File: src/rtl/data_mem_access_unit_if.sv
// Data-memory port bundle: request/ack handshake with address, store data and load data.
interface data_mem_access_unit_if;
    logic        mem_req;
    logic        mem_we;
    logic [31:0] mem_addr;
    logic [31:0] mem_wdata;
    logic [31:0] mem_rdata;
    logic        mem_ack;

    modport master (
        output mem_req,
        output mem_we,
        output mem_addr,
        output mem_wdata,
        input  mem_rdata,
        input  mem_ack
    );

    modport slave (
        input  mem_req,
        input  mem_we,
        input  mem_addr,
        input  mem_wdata,
        output mem_rdata,
        output mem_ack
    );
endinterface

File: src/rtl/data_mem_access_unit.sv
// Memory-stage load/store engine: one req/ack transaction per accepted op, load writeback
// pulse, upstream stall while busy, and an optional no-ack timeout.
module data_mem_access_unit #(
    parameter int unsigned TIMEOUT_CYCLES = 255
) (
    input  logic                           clk,
    input  logic                           rst_n,
    input  logic                           valid_in,
    input  logic [6:0]                     opcode_in,
    input  logic [31:0]                    addr_in,
    input  logic [31:0]                    str_data_in,
    input  logic [3:0]                     rd_in,
    output logic                           stall_out,
    data_mem_access_unit_if.master         mem,
    output logic                           w_en_ldr_out,
    output logic [31:0]                    ldr_data_out,
    output logic [3:0]                     ldr_rd_out,
    output logic                           err_out
);

    localparam int unsigned CNT_W  = (TIMEOUT_CYCLES == 0) ? 1 : $clog2(TIMEOUT_CYCLES + 1);
    localparam int unsigned LAST_I = (TIMEOUT_CYCLES == 0) ? 0 : TIMEOUT_CYCLES - 1;
    localparam logic [CNT_W-1:0] CNT_LAST = CNT_W'(LAST_I);
    localparam logic [CNT_W-1:0] CNT_MAX  = '1;
    localparam logic [CNT_W-1:0] CNT_ONE  = CNT_W'(1);

    typedef enum logic [1:0] {
        IDLE,
        ACCESS,
        WB
    } state_t;

    state_t           state;
    logic [CNT_W-1:0] cnt;
    logic             is_load;
    logic             is_store;
    logic             timeout_hit;

    always_comb begin
        is_load     = (opcode_in[6:4] == 3'b110) || (opcode_in[6:3] == 4'b1000);
        is_store    = (opcode_in[6:4] == 3'b111) || (opcode_in[6:3] == 4'b1001);
        timeout_hit = (TIMEOUT_CYCLES != 0) && (cnt == CNT_LAST);
        stall_out   = (state != IDLE);
    end

    always_ff @(posedge clk) begin
        if (!rst_n) begin
            state         <= IDLE;
            cnt           <= '0;
            mem.mem_req   <= 1'b0;
            mem.mem_we    <= 1'b0;
            mem.mem_addr  <= '0;
            mem.mem_wdata <= '0;
            w_en_ldr_out  <= 1'b0;
            ldr_data_out  <= '0;
            ldr_rd_out    <= '0;
            err_out       <= 1'b0;
        end else begin
            // Writeback enable and error are single-cycle pulses.
            w_en_ldr_out <= 1'b0;
            err_out      <= 1'b0;
            unique case (state)
                IDLE: begin
                    if (valid_in && (is_load || is_store)) begin
                        mem.mem_addr  <= addr_in;
                        mem.mem_wdata <= str_data_in;
                        mem.mem_we    <= is_store;
                        ldr_rd_out    <= rd_in;
                        cnt           <= '0;
                        mem.mem_req   <= 1'b1;
                        state         <= ACCESS;
                    end
                end
                ACCESS: begin
                    // Ack is checked before the timeout so a last-cycle ack still completes.
                    if (mem.mem_ack) begin
                        mem.mem_req <= 1'b0;
                        if (!mem.mem_we) begin
                            ldr_data_out <= mem.mem_rdata;
                            w_en_ldr_out <= 1'b1;
                            state        <= WB;
                        end else begin
                            state <= IDLE;
                        end
                    end else if (timeout_hit) begin
                        mem.mem_req <= 1'b0;
                        err_out     <= 1'b1;
                        state       <= IDLE;
                    end else if (cnt != CNT_MAX) begin
                        cnt <= cnt + CNT_ONE;
                    end
                end
                WB: begin
                    state <= IDLE;
                end
                default: begin
                    state <= IDLE;
                end
            endcase
        end
    end

endmodule

File: src/flat_wrapper.sv
// flat-port wrapper written by rule: the top's interface ports become plain ports
module data_mem_access_unit_flat 
#(
    parameter int unsigned TIMEOUT_CYCLES = 255
)
  (clk, rst_n, valid_in, opcode_in, addr_in, str_data_in, rd_in, stall_out, w_en_ldr_out, ldr_data_out, ldr_rd_out, err_out, mem_mem_req, mem_mem_we, mem_mem_addr, mem_mem_wdata, mem_mem_rdata, mem_mem_ack);
  data_mem_access_unit_if mem_i ();
  input  logic clk;
  input  logic rst_n;
  input  logic valid_in;
  input  logic [6:0] opcode_in;
  input  logic [31:0] addr_in;
  input  logic [31:0] str_data_in;
  input  logic [3:0] rd_in;
  output logic stall_out;
  output logic w_en_ldr_out;
  output logic [31:0] ldr_data_out;
  output logic [3:0] ldr_rd_out;
  output logic err_out;
  output wire logic [$bits(mem_i.mem_req)-1:0] mem_mem_req;
  output wire logic [$bits(mem_i.mem_we)-1:0] mem_mem_we;
  output wire logic [$bits(mem_i.mem_addr)-1:0] mem_mem_addr;
  output wire logic [$bits(mem_i.mem_wdata)-1:0] mem_mem_wdata;
  input wire logic [$bits(mem_i.mem_rdata)-1:0] mem_mem_rdata;
  input wire logic [$bits(mem_i.mem_ack)-1:0] mem_mem_ack;
  assign mem_mem_req = mem_i.mem_req;
  assign mem_mem_we = mem_i.mem_we;
  assign mem_mem_addr = mem_i.mem_addr;
  assign mem_mem_wdata = mem_i.mem_wdata;
  assign mem_i.mem_rdata = mem_mem_rdata;
  assign mem_i.mem_ack = mem_mem_ack;
  data_mem_access_unit #(.TIMEOUT_CYCLES(TIMEOUT_CYCLES)) u_core (.clk(clk), .rst_n(rst_n), .valid_in(valid_in), .opcode_in(opcode_in), .addr_in(addr_in), .str_data_in(str_data_in), .rd_in(rd_in), .stall_out(stall_out), .mem(mem_i), .w_en_ldr_out(w_en_ldr_out), .ldr_data_out(ldr_data_out), .ldr_rd_out(ldr_rd_out), .err_out(err_out));
endmodule
File: config.mk
export PLATFORM = sky130hd
export DESIGN_NAME = data_mem_access_unit_flat
export DESIGN_NICKNAME = d
export VERILOG_FILES = /design/src/rtl/data_mem_access_unit_if.sv /design/src/rtl/data_mem_access_unit.sv /design/src/flat_wrapper.sv
export SDC_FILE = /design/constraint.sdc
export NUM_CORES = 1
export LEC_CHECK = 0
export ABC_CLOCK_PERIOD_IN_PS = 2500
export CORE_ASPECT_RATIO = 0.6
export CORE_MARGIN = 3
export CORE_UTILIZATION = 39
export DETAILED_ROUTE_END_ITERATION = 10
export PLACE_DENSITY_LB_ADDON = 0.15
export SKIP_LAST_GASP = 1
export SYNTH_ARGS = -nofsm -noshare
export SYNTH_HDL_FRONTEND = slang
export SYNTH_SLANG_ARGS = --single-unit
File: constraint.sdc
create_clock -name clk -period 2.5 [get_ports clk]
set_clock_uncertainty 0.15 [all_clocks]
set_input_delay 0.625 -clock clk [delete_from_list [all_inputs] [get_ports clk]]
set_output_delay 0.625 -clock clk [all_outputs]
set_load 0.05 [all_outputs]
==> flow_summary.json, run 1 <==
{
  "critPathKind": "reg2out",
  "num_antenna_cells": 0,
  "min-delay-path-class": "reg2reg",
  "placed_cell_area_sq_um": 6410,
  "timing.max_slew.rel_slack": 0.632,
  "starting_density_of_the_core": 0.409,
  "layout_min_cycle_time_ns": 2.42,
  "synthesis.area_per_instance_sq_um": 7.95,
  "routed-via-count": 4268,
  "drt_iter0_markers": 195,
  "worst_setup_hold_path_clk_slew_ns": 0.05,
  "antenna_violating_nets_post_route": 0,
  "final_core_util": 0.693,
  "slew_violations": 0,
  "pwr_density_cell_nw_per_um2": 719,
  "synthesized_nets": 632,
  "cts_tree": "done",
  "grt_pass1_wl_mm": 20.8,
  "detail_route.first_pass.iterations": 4,
  "critPathArrivalTime_ns": 1.65,
  "htree_num_levels": 4,
  "cp_top_family": "buffers and inverters",
  "worstPathCellList": "clkdlybuf4s50_1",
  "outcome": "complete, no violations",
  "final.hold.worst_slack_ns": 0.301,
  "power.clock.fraction": 0.474,
  "nNetsFinal": 838,
  "n_fill_cell": 791,
  "vdd.ir_drop.worst_mv": 0.527,
  "post_cts_resized": 1,
  "clock_tree.buffer_depth": 2,
  "post_route_drc": 0,
  "hold_buffers": 0,
  "globalRouteOverflowTotal": 0,
  "power.switching_mw": 1.25,
  "place.detailed.hpwl_mm": 9.09,
  "switching_share": 0.248,
  "area_growth_pct": 69.6,
  "synth-seq-area-share": 0.553,
  "synth_async_sr_flop_share": 0,
  "clock-sinks": 114,
  "core_sq_um": 10100,
  "number_of_vias_per_cell_after_detailed_routing": 4.89,
  "die_h_um": 85.7,
  "critical_path_cell_with_the_highest_stage_delay": "sky130_fd_sc_hd__clkdlybuf4s50_1",
  "dieArea_sq_um": 11900,
  "total_leakage_power_nw": 2.48,
  "cts_inserted_buffers": 17,
  "cp-start-kind": "flip-flop",
  "clock-root-buffer": "sky130_fd_sc_hd__clkbuf_16",
  "postCtsSetupRepairBufs": 0,
  "timing.critical_path.fanout_max": 4,
  "share_seq_of_total_power": 0.382,
  "power.combinational.fraction": 0.144,
  "cp_num_buf_inv": 1,
  "postRouteWirelength_mm": 12.8,
  "layout.cells.most_common_list": "211 x sky130_fd_sc_hd__clkdlybuf4s50_1, 205 x sky130_fd_sc_hd__nand2_1, 114 x sky130_fd_sc_hd__dfxtp_1",
  "antenna_found_initial": 0,
  "timing.final.hold_violations": 0,
  "synth-edff-count": 0,
  "die-width_um": 139,
  "via_count_of_the_first_global_routing_pass": 4248,
  "final_min_period_over_clock_period": 0.968,
  "final_layout_size_suffix_gt1_frac": 0.0650,
  "postLayoutCellArea_sq_um": 6990,
  "final_common_cell": "sky130_fd_sc_hd__clkdlybuf4s50_1",
  "endpoint_kind": "output port",
  "worst-slew-pin-transition_ns": 0.550,
  "top_level_ports": 216,
  "synth-warning-count": 0,
  "grt_setup_unrepaired": "false",
  "maxClockFrequency_mhz": 413,
  "max-cap-violations": 0,
  "yosys_most_used_dff": "sky130_fd_sc_hd__dfxtp_1",
  "regToRegSetupSlack_ns": 0.50,
  "cp.required_ns": 1.73,
  "port_buffers": 212,
  "critical_path.max_stage_delay_ns": 0.85,
  "globalRouteTotalUtil": 0.216,
  "clock_insertion_delay_worst_skew_ns": 0.39,
  "p_int_mw": 3.78,
  "synthCells": 519,
  "final.setup.tns_ns": 0,
  "rows": 28,
  "post_drt_wl_per_cell_um": 14.7,
  "flops_latches_synth": 114,
  "synth_cell_types": 33,
  "globalplace.congestion": 0.766,
  "grt_start_max_net_pins": 69,
  "synth_area_sq_um": 4120,
  "timing.final.setup_violations": 0
}
power groups by stage:
stage          sequential, mW  combinational, mW  clock, mW
2_1_floorplan            2.17              0.164          0
3_5_place_dp             1.96              0.722          0
6_report                 1.92              0.722       2.38
5_1_grt                  1.93              0.769       2.53
3_3_place_gp             1.95              0.712          0
4_1_cts                  1.92              0.725       2.43
kinds of logic after synthesis:
group | synth area share
DFF | 0.553
buffers and inverters | 0.0416
adders and majority gates | 0.00607
and+or+nand+nor | 0.240
muxes | 0.00243
AOI/OAI and AO/OA | 0.157
layout make-up:
type                       instances  area (sq um)  share of cell area
sequential                       114          2280               0.326
clock inverter                    11           136              0.0195
clock buffer                      21           450              0.0644
multi-input combinational        365          1680               0.240
timing repair buffer             222          2260               0.323
tap                              135           169              0.0242
inverter                           5          18.8             0.00268
tightest hold or removal path, stage by stage, from the launching register on:
cell	delay (ns)
sky130_fd_sc_hd__dfxtp_1	0.30
sky130_fd_sc_hd__nand2_1	0.05
sky130_fd_sc_hd__a21oi_1	0.05
routing by layer:
metal | share of wire | wire length (um) | vias up | track usage
met2 | 0.47 | 6030 | 140 | 0.354
met3 | 0.081 | 1040 | 15 | 0.0875
li1 | - | - | 2121 | -
met4 | 0.013 | 168 | 0 | 0.0764
met1 | 0.43 | 5570 | 1992 | 0.260
met5 | 0 | 0 | - | 0
Yosys cell counts, types with 2 or more instances:
library cell,instances,share of area
sky130_fd_sc_hd__o31ai_1,6,0.011
sky130_fd_sc_hd__nand4_1,2,0.0030
sky130_fd_sc_hd__ha_1,2,0.0061
sky130_fd_sc_hd__nand3_1,4,0.0049
sky130_fd_sc_hd__or4_1,6,0.011
sky130_fd_sc_hd__a21oi_1,109,0.13
sky130_fd_sc_hd__nor2_1,6,0.0055
sky130_fd_sc_hd__inv_1,4,0.0036
sky130_fd_sc_hd__or2_2,2,0.0030
sky130_fd_sc_hd__nand2b_1,4,0.0061
sky130_fd_sc_hd__nand2_1,206,0.19
sky130_fd_sc_hd__dfxtp_1,114,0.55
sky130_fd_sc_hd__clkbuf_1,23,0.021
sky130_fd_sc_hd__nor3_1,2,0.0024
sky130_fd_sc_hd__buf_2,11,0.013
worst paths after layout:
check	start	endpoint	cells past startpoint
setup reg to reg	u_core.cnt[0]	u_core.cnt[3]	7
hold / removal	u_core.mem.mem_wdata[25]	u_core.mem.mem_wdata[25]	2
hold reg to reg	u_core.mem.mem_wdata[25]	u_core.mem.mem_wdata[25]	2
setup / recovery	u_core.mem.mem_we	mem_mem_we	1
through the flow:
step	instances	total power [mW]	setup slack (ns)
detailed placement	841	2.68	0.0507
floorplan	519	2.33	0.580
global placement	841	2.67	0.102
finish	873	5.03	0.0793
global route	873	5.23	0.0301
CTS	873	5.08	0.0483
registers in the layout, summed over array words and instances (netlist names):
signal and cells:
u_core.mem.mem_req 1, u_core.mem.mem_we 1, u_core.ldr_data_out 32, u_core.mem.mem_addr 32, u_core.w_en_ldr_out 1, u_core.mem.mem_wdata 32, u_core.state 2, u_core.ldr_rd_out 4
u_core.err_out 1, u_core.cnt 8
Note: power is estimated with default switching activity, not from simulation.
==> run 2: changes to the inputs <==
--- a/config.mk
+++ b/config.mk
@@ -10,6 +10,7 @@
 export CORE_MARGIN = 3
 export CORE_UTILIZATION = 39
 export DETAILED_ROUTE_END_ITERATION = 10
+export GPL_TIMING_DRIVEN = 1
 export PLACE_DENSITY_LB_ADDON = 0.15
 export SKIP_LAST_GASP = 1
 export SYNTH_ARGS = -nofsm -noshare
==> results of run 2 <==
No change in the layout: final DEF, timing and power equal those of run 1.
